==> config.mk <==
export PLATFORM = sky130hd
export DESIGN_NAME = perm_addr_gen
export DESIGN_NICKNAME = d
export VERILOG_FILES = /design/src/rtl/perm_addr_pkg.sv /design/src/rtl/perm_rot.sv /design/src/rtl/perm_addr_gen.sv
export SDC_FILE = /design/constraint.sdc
export NUM_CORES = 1
export LEC_CHECK = 0
export CAP_MARGIN = 25
export CORE_ASPECT_RATIO = 1.75
export CORE_MARGIN = 5
export CORE_UTILIZATION = 52
export CTS_CLUSTER_DIAMETER = 50
export DETAILED_ROUTE_END_ITERATION = 16
export GPL_TIMING_DRIVEN = 0
export HOLD_SLACK_MARGIN = 0.12
export PLACE_DENSITY = 0.81
export SYNTH_ARGS = -nofsm -noshare
export SYNTH_HDL_FRONTEND = slang
export SYNTH_SLANG_ARGS = --single-unit
==> constraint.sdc <==
create_clock -name clk -period 7.03 [get_ports clk]
set_clock_uncertainty 0.1 [all_clocks]
set_input_delay 1.7575 -clock clk [delete_from_list [all_inputs] [get_ports clk]]
set_output_delay 1.7575 -clock clk [all_outputs]
set_load 0.01 [all_outputs]
==> src/rtl/perm_addr_pkg.sv <==
// Shared types and helpers for the permuted address generator:
// FSM state encoding and the legal-configuration check.
package perm_addr_pkg;

    typedef enum logic [1:0] {
        ST_IDLE = 2'd0,
        ST_RUN  = 2'd1,
        ST_DONE = 2'd2
    } state_t;

    // A block cannot exceed the address space and rows cannot exceed the block.
    function automatic logic cfg_legal(input int unsigned blk_log,
                                       input int unsigned rows_log,
                                       input int unsigned addr_w);
        return (rows_log <= blk_log) && (blk_log <= addr_w);
    endfunction

endpackage

==> src/rtl/perm_rot.sv <==
// Combinational block permutation: left-rotates the low blk_log bits of the
// index by (blk_log - rows_log); bits above the block pass straight through.
module perm_rot #(
    parameter int ADDR_W = 5,
    parameter int LOG_W  = $clog2(ADDR_W + 1)
) (
    input  logic [ADDR_W-1:0] i_i,
    input  logic [LOG_W-1:0]  blk_log_i,
    input  logic [LOG_W-1:0]  rows_log_i,
    output logic [ADDR_W-1:0] addr_o
);

    int blk;
    int rows;
    int sh;
    int dst;

    // Bit j of the index lands at bit (j + sh) mod blk; constant-index
    // inner loop keeps this a plain mux tree with no multipliers.
    always_comb begin
        blk    = int'(blk_log_i);
        rows   = int'(rows_log_i);
        sh     = blk - rows;
        dst    = 0;
        addr_o = i_i;
        for (int j = 0; j < ADDR_W; j++) begin
            dst = j + sh;
            if (dst >= blk) begin
                dst = dst - blk;
            end
            if (j < blk) begin
                for (int d = 0; d < ADDR_W; d++) begin
                    if (d == dst) begin
                        addr_o[d] = i_i[j];
                    end
                end
            end
        end
    end

endmodule

==> src/rtl/perm_addr_gen.sv <==
// Block-permuted address sequence generator (0..2^ADDR_W-1 reordered).
// Optional macro PERM_ADDR_GEN_INV_EN adds an inv input selecting the inverse permutation.
module perm_addr_gen
    import perm_addr_pkg::*;
#(
    parameter int ADDR_W = 5,
    parameter int LOG_W  = $clog2(ADDR_W + 1)
) (
    input  logic              clk,
    input  logic              rst,
    input  logic              start,
    input  logic [LOG_W-1:0]  blk_log,
    input  logic [LOG_W-1:0]  rows_log,
`ifdef PERM_ADDR_GEN_INV_EN
    input  logic              inv,
`endif
    output logic [ADDR_W-1:0] addr_out,
    output logic              addr_valid,
    input  logic              addr_ready,
    output logic              busy,
    output logic              done,
    output logic              cfg_err,
    output state_t            dbg_state
);

    // Handshake: an address transfers on every rising edge where addr_valid
    // and addr_ready are both high; while addr_ready is low, addr_out and
    // addr_valid hold; addr_valid never drops before its transfer.

    state_t            state_q, state_d;
    logic [ADDR_W-1:0] i_q, i_d;
    logic [ADDR_W-1:0] addr_q, addr_d;
    logic [LOG_W-1:0]  blk_q, blk_d;
    logic [LOG_W-1:0]  rows_q, rows_d;
    logic              cfg_err_q, cfg_err_d;
    logic [ADDR_W-1:0] i_inc;
    logic [ADDR_W-1:0] rot_addr;
    logic [LOG_W-1:0]  rows_eff;

    // The inverse swaps rows and columns, i.e. rotates by rows_log instead.
`ifdef PERM_ADDR_GEN_INV_EN
    assign rows_eff = inv ? (blk_log - rows_log) : rows_log;
`else
    assign rows_eff = rows_log;
`endif

    assign i_inc = i_q + ADDR_W'(1);

    perm_rot #(
        .ADDR_W (ADDR_W),
        .LOG_W  (LOG_W)
    ) u_rot (
        .i_i        (i_inc),
        .blk_log_i  (blk_q),
        .rows_log_i (rows_q),
        .addr_o     (rot_addr)
    );

    always_comb begin
        state_d   = state_q;
        i_d       = i_q;
        addr_d    = addr_q;
        blk_d     = blk_q;
        rows_d    = rows_q;
        cfg_err_d = cfg_err_q;
        case (state_q)
            ST_IDLE: begin
                if (start) begin
                    state_d   = ST_RUN;
                    i_d       = '0;
                    addr_d    = '0;
                    blk_d     = blk_log;
                    rows_d    = rows_eff;
                    cfg_err_d = !cfg_legal(32'(blk_log), 32'(rows_log), ADDR_W);
                end
            end
            ST_RUN: begin
                if (addr_ready) begin
                    if (i_q == {ADDR_W{1'b1}}) begin
                        state_d = ST_DONE;
                    end else begin
                        i_d    = i_inc;
                        addr_d = cfg_err_q ? i_inc : rot_addr;
                    end
                end
            end
            ST_DONE: begin
                state_d = ST_IDLE;
            end
            default: begin
                state_d = ST_IDLE;
            end
        endcase
    end

    always_ff @(posedge clk or posedge rst) begin
        if (rst) begin
            state_q   <= ST_IDLE;
            i_q       <= '0;
            addr_q    <= '0;
            blk_q     <= '0;
            rows_q    <= '0;
            cfg_err_q <= 1'b0;
        end else begin
            state_q   <= state_d;
            i_q       <= i_d;
            addr_q    <= addr_d;
            blk_q     <= blk_d;
            rows_q    <= rows_d;
            cfg_err_q <= cfg_err_d;
        end
    end

    assign addr_out   = addr_q;
    assign addr_valid = (state_q == ST_RUN);
    assign busy       = (state_q == ST_RUN);
    assign done       = (state_q == ST_DONE);
    assign cfg_err    = cfg_err_q;
    assign dbg_state  = state_q;

endmodule
======== Word-level counts from Yosys, hierarchy flattened ========
Index checks and enable logic that the tools add are counted.
storage, ports and cells
  bits in registers ....................... 19
  output and inout bits ................... 11
operators by class
  $add $sub $neg .......................... 11
  magnitude comparators ................... 12
  eq/ne operators ......................... 27
  multiplexer cells ....................... 46
  reduce and logical (&&, ||, !) cells .... 11
operator list
  kind                                                    number
  equality test 3 x 32 -> 1 bit (first input constant)    10
  equality test 2 x 32 -> 1 bit (first input constant)    5
  equality test 4 x 32 -> 1 bit (first input constant)    5
  >= comparator 32 x 4 -> 1 bit                           5
  two-way mux 32 bit                                      5
  subtractor 32 x 4 -> 32 bit                             5
  zero test 32 bit                                        4
  adder 3 x 32 -> 32 bit (first input constant)           2
  two-way mux 5 bit                                       11
  adder 2 x 32 -> 32 bit (first input constant)           1
  adder 4 x 32 -> 32 bit (first input constant)           1
  two-way mux 1 bit                                       24
  one-hot mux 5 bit (2 select lines)                      2
  < comparator 1 x 3 -> 1 bit (first input constant)      2
  < comparator 2 x 3 -> 1 bit (first input constant)      2
  two-way mux 2 bit                                       3
  adder 5 x 1 -> 5 bit (second input constant)            1
  equality test 5 bit (second input constant)             1
  inequality test 2 x 1 -> 1 bit (second input constant)  2
  inequality test 2 bit (second input constant)           2
  one-hot mux 2 bit (2 select lines)                      1
  AND reduction 4 bit                                     1
  subtractor 3 x 3 -> 4 bit                               1
  <= comparator 3 bit                                     1
  10 further kinds                                        10

======== Depth between registers and ports, before layout ========
  word-level depth ........................ 18
  mapped depth ............................ 22
  mapped depth without buffers ............ 20

======== By module ========
From an unflattened synthesis, not the netlist that was laid out.
second synthesis, totals
  cells, all modules ...................... 423
  area total of the unflattened synthesis .. 3350.7 sq um
modules (own cells, without submodules)
  module         times used  cells an instance  area an instance (sq um)  seq. area each (sq um)
  perm_rot       1           335                2379.8                    0.0
  perm_addr_gen  1           88                 970.9                     475.5

======== Least setup slack after synthesis ========
Ideal clock, no wire load.
  kind .................................... reg-to-reg
  from .................................... reg blk_q[0]
  to ...................................... reg addr_q[2] (netlist: addr_out[2])
  setup time .............................. 0.087 ns
  arrival time ............................ 5.183 ns
  data required time ...................... 6.843 ns
  slack ................................... 1.661 ns
  stages on the path, launching flop included .. 21
  buffers on the path ..................... 1
  clock period less this slack ............ 5.369 ns
  cell sequence ........................... dfrtp_1 -> buf_2 -> inv_1 -> ha_1 -> inv_1 -> fa_1 -> xor2_1 -> inv_1 -> ha_1 -> nor2b_1 -> o211ai_1 -> ha_1 -> or2_2 -> ha_1 -> nor4_1 -> and4b_1 -> a31oi_1 -> or4_4 -> and4_1 -> o21a_1 -> a211oi_2
on the way
  word-level cells in the longest chain between the ends .. 18
ends and longest elaborated chain
  element                                                                          line                  RTL
  start: declaration                                                               perm_addr_gen.sv:33   logic [LOG_W-1:0] blk_q, blk_d;
  start signal: assignment                                                         perm_addr_gen.sv:108  blk_q <= blk_d;
  parallel branches: the longest is 13 deep, another holds adder 2 x 32 -> 32 bit  -
  two-way mux 5 bit (*)                                                            perm_rot.sv:31        if (j < blk) begin
  two-way mux 5 bit (*)                                                            perm_addr_gen.sv:83   addr_d = cfg_err_q ? i_inc : rot_addr;
  two-way mux 5 bit (*)                                                            perm_addr_gen.sv:79   if (i_q == {ADDR_W{1'b1}}) begin
  two-way mux 5 bit (*)                                                            perm_addr_gen.sv:78   if (addr_ready) begin
  one-hot mux 5 bit (2 select lines) (*)                                           perm_addr_gen.sv:66   case (state_q)
  end signal: assignment                                                           perm_addr_gen.sv:107  addr_q <= addr_d;
  end: declaration                                                                 perm_addr_gen.sv:32   logic [ADDR_W-1:0] addr_q, addr_d;
Mark *: on every way between the ends. The select of a mux whose other input is x is not followed.
A chain may end at the register's enable or synchronous reset.

======== Worst setup path after layout ========
Ends and elaborated chain as after synthesis.

==> metrics <==
# rows 40; port bufs 20; min-delay worst type flop to flop; Syn Nets 512; fmax 163 MHz; most frequent CP cell ha_1; share of layout cells above drive strength 1 0.0835; worst reg2reg path depth 18; hold wc startpoint i_q[4]$_DFFE_PP0P_; CTS tree yes; DRC 0; I/O pin total 21; Starting DRT DRC Count 196; Yosys reg bits 19; crit path launch blk_q[0]$_DFFE_PP0P_; Yosys top cell by area ha_1; Setup CP Type flop to flop; post-route ant nets 0; setup slack at placement 0.640 ns; Core ar. 6810 sq um; largest net degree at the start of global routing 20; Layout Cells excl Fill 551; RSZ-0062 raised after global routing false; Post-synth EDFFs 0; period utilisation layout 0.871; drt wl/cell 18.1 microns; share of the synthesized area in the top cell type 0.188; minimum clock period 6.12 ns; CTS resizes 0; via count 3,600; Hold Fails Final Rpt 0; Hold-fix buffers, CTS 0; GPL Wtd Cong 0.947; first-pass GRT wire length 16,500 microns; clk_lat worst skew 0.25 ns; initial antenna violation count 0; Cells after Synth 442; die width 72.8 microns; WP data arrival 6.19 ns; Bufs on Longest Clock Path 2; Synth async-reset ratio 1.00; Initial Utilization 0.527; Yosys Warn Count 0; largest stage delay on the critical path 0.55 ns; worst hold stages 2; Syn Std Cell Area 3590 sq um; final setup fails 0; final slew viol count 0; CP max FO 19; number of global-route vias before repair 3,699; synth-to-layout area growth 11.1%; nets@finish 538; maxcap violations 0; worst r2r src blk_q[0]$_DFFE_PP0P_; Worst Setup End Kind flop; CTS buffer count 3; top cells by instance count after synthesis ha_1 (54), nand2_1 (34), inv_1 (33); post-synthesis cell type count 79; gr usage total 0.230; CTS H-tree lvls 1; CP max stage cell or4_4; synth top area cells ha_1 (19%), dfrtp_1 (13%), a21oi_1 (3.6%), nand2_1 (3.6%), inv_1 (3.5%); critical path cell sequence buf_2 > inv_1 > ha_1 > o21ai_2 > inv_1 > ha_1 > nor2b_1 > o211ai_1 > ha_1 > or2_2 > ha_1 > nor4_1 > and4b_1 > a31oi_1 > or4_4 > and4_1 > o21a_1 > a211oi_2; relative slew slack 0.506; Via-to-Cell Ratio 6.53; setup_tns 0 ns; crit path launch type flop; Worst EP required 7.09 ns; grt ovf 0; total wire length 9970 microns; ys flop type dfrtp_1; CTS sink count 19; Seq/Total Area, Yosys 0.132; setup bufs post-CTS 0; status finished, final reports clean; syn_area_per_cell 8.12 sq um; Final HPWL DP 8110 microns; Inst Count DP 547; antenna cell count 0; worst-margin pin slew 0.735 ns; Pre-antenna DRT Iters 14; Root Buffer clkbuf_16; clock-pin transition on the worst setup and hold timing paths 0.05 ns; Die Y-Extent 120 microns; PnR worst setup slack 0.906 ns; most common cell in the netlist ha_1; Die ar. 8730 sq um
-- cells in the final DEF (no fill, tap or decap), drive strengths merged, types with 6 or more instances in the layout --
cell / count
a211oi: 10
a21o: 6
a21oi: 27
a221oi: 6
a31oi: 6
and3: 8
buf: 6
clkbuf: 11
clkdlybuf4s50: 20
dfrtp: 19
fa: 6
ha: 54
inv: 33
mux2i: 10
nand2: 35
nand2b: 10
nand3: 14
nand3b: 6
nor2: 24
nor2b: 14
nor4: 8
o21ai: 25
or2: 6
xnor2: 7
xor2: 7
-- path summary, 6_finish.rpt --
kind                                            to  slack [ns]
setup reg to reg           addr_out[2]$_DFFE_PP0P_        0.91
hold / removal                  i_q[4]$_DFFE_PP0P_        0.41
max in group asynchronous       i_q[4]$_DFFE_PP0P_        4.53
min in group asynchronous    rows_q[2]$_DFFE_PP0P_        1.84
setup / recovery           addr_out[2]$_DFFE_PP0P_        0.91
hold reg to reg                 i_q[4]$_DFFE_PP0P_        0.41
-- worst max-delay path, delay by kind of cell, from the launching register on --
family,cells,cell delay (ns)
AO/OA/AOI/OAI,5,1.32
adder cells (fa/ha/maj),4,1.30
buffers and inverters,3,0.94
flip-flops,1,0.49
AND/OR/NAND/NOR,6,1.88
-- state kept, by name, indices dropped and copies added (netlist names) --
name / flops
cfg_err: 1
i_q: 5
addr_out: 5
rows_q: 3
blk_q: 3
dbg_state: 2
-- through the flow --
stage                util  hold WS, ns  area, sq um
global route        0.585        0.449         3990
global placement    0.572        0.368         3890
CTS                 0.585        0.416         3980
floorplan               -        0.356         3590
finish              0.585        0.407         3990
detailed placement  0.573        0.405         3900
-- logic make-up after synthesis --
group           share of synthesized area
simple gates                        0.260
compound gates                      0.258
fa+ha+maj                           0.222
buf+inv                            0.0502
flops                               0.132
xor+xnor                           0.0363
mux                                0.0415
-- area by class of cell --
type | instances | area, sq um
tap | 84 | 105
buffer | 13 | 56.3
clock inverter | 1 | 5.00
fill | 609 | 2820
timing repair buffer | 21 | 208
clock buffer | 3 | 75.1
sequential | 19 | 475
multi-input combinational | 377 | 2940
inverter | 33 | 124
-- routing by layer --
metal,wire length (microns),global-route usage,part of all wire
met1,3520,0.222,0.35
met3,431,0.0184,0.043
met2,5320,0.436,0.53
met5,0,0,0
met4,701,0.158,0.070
Power is not shown: default switching activity piles up to over one toggle a cycle in this logic, so the estimate is an artifact.
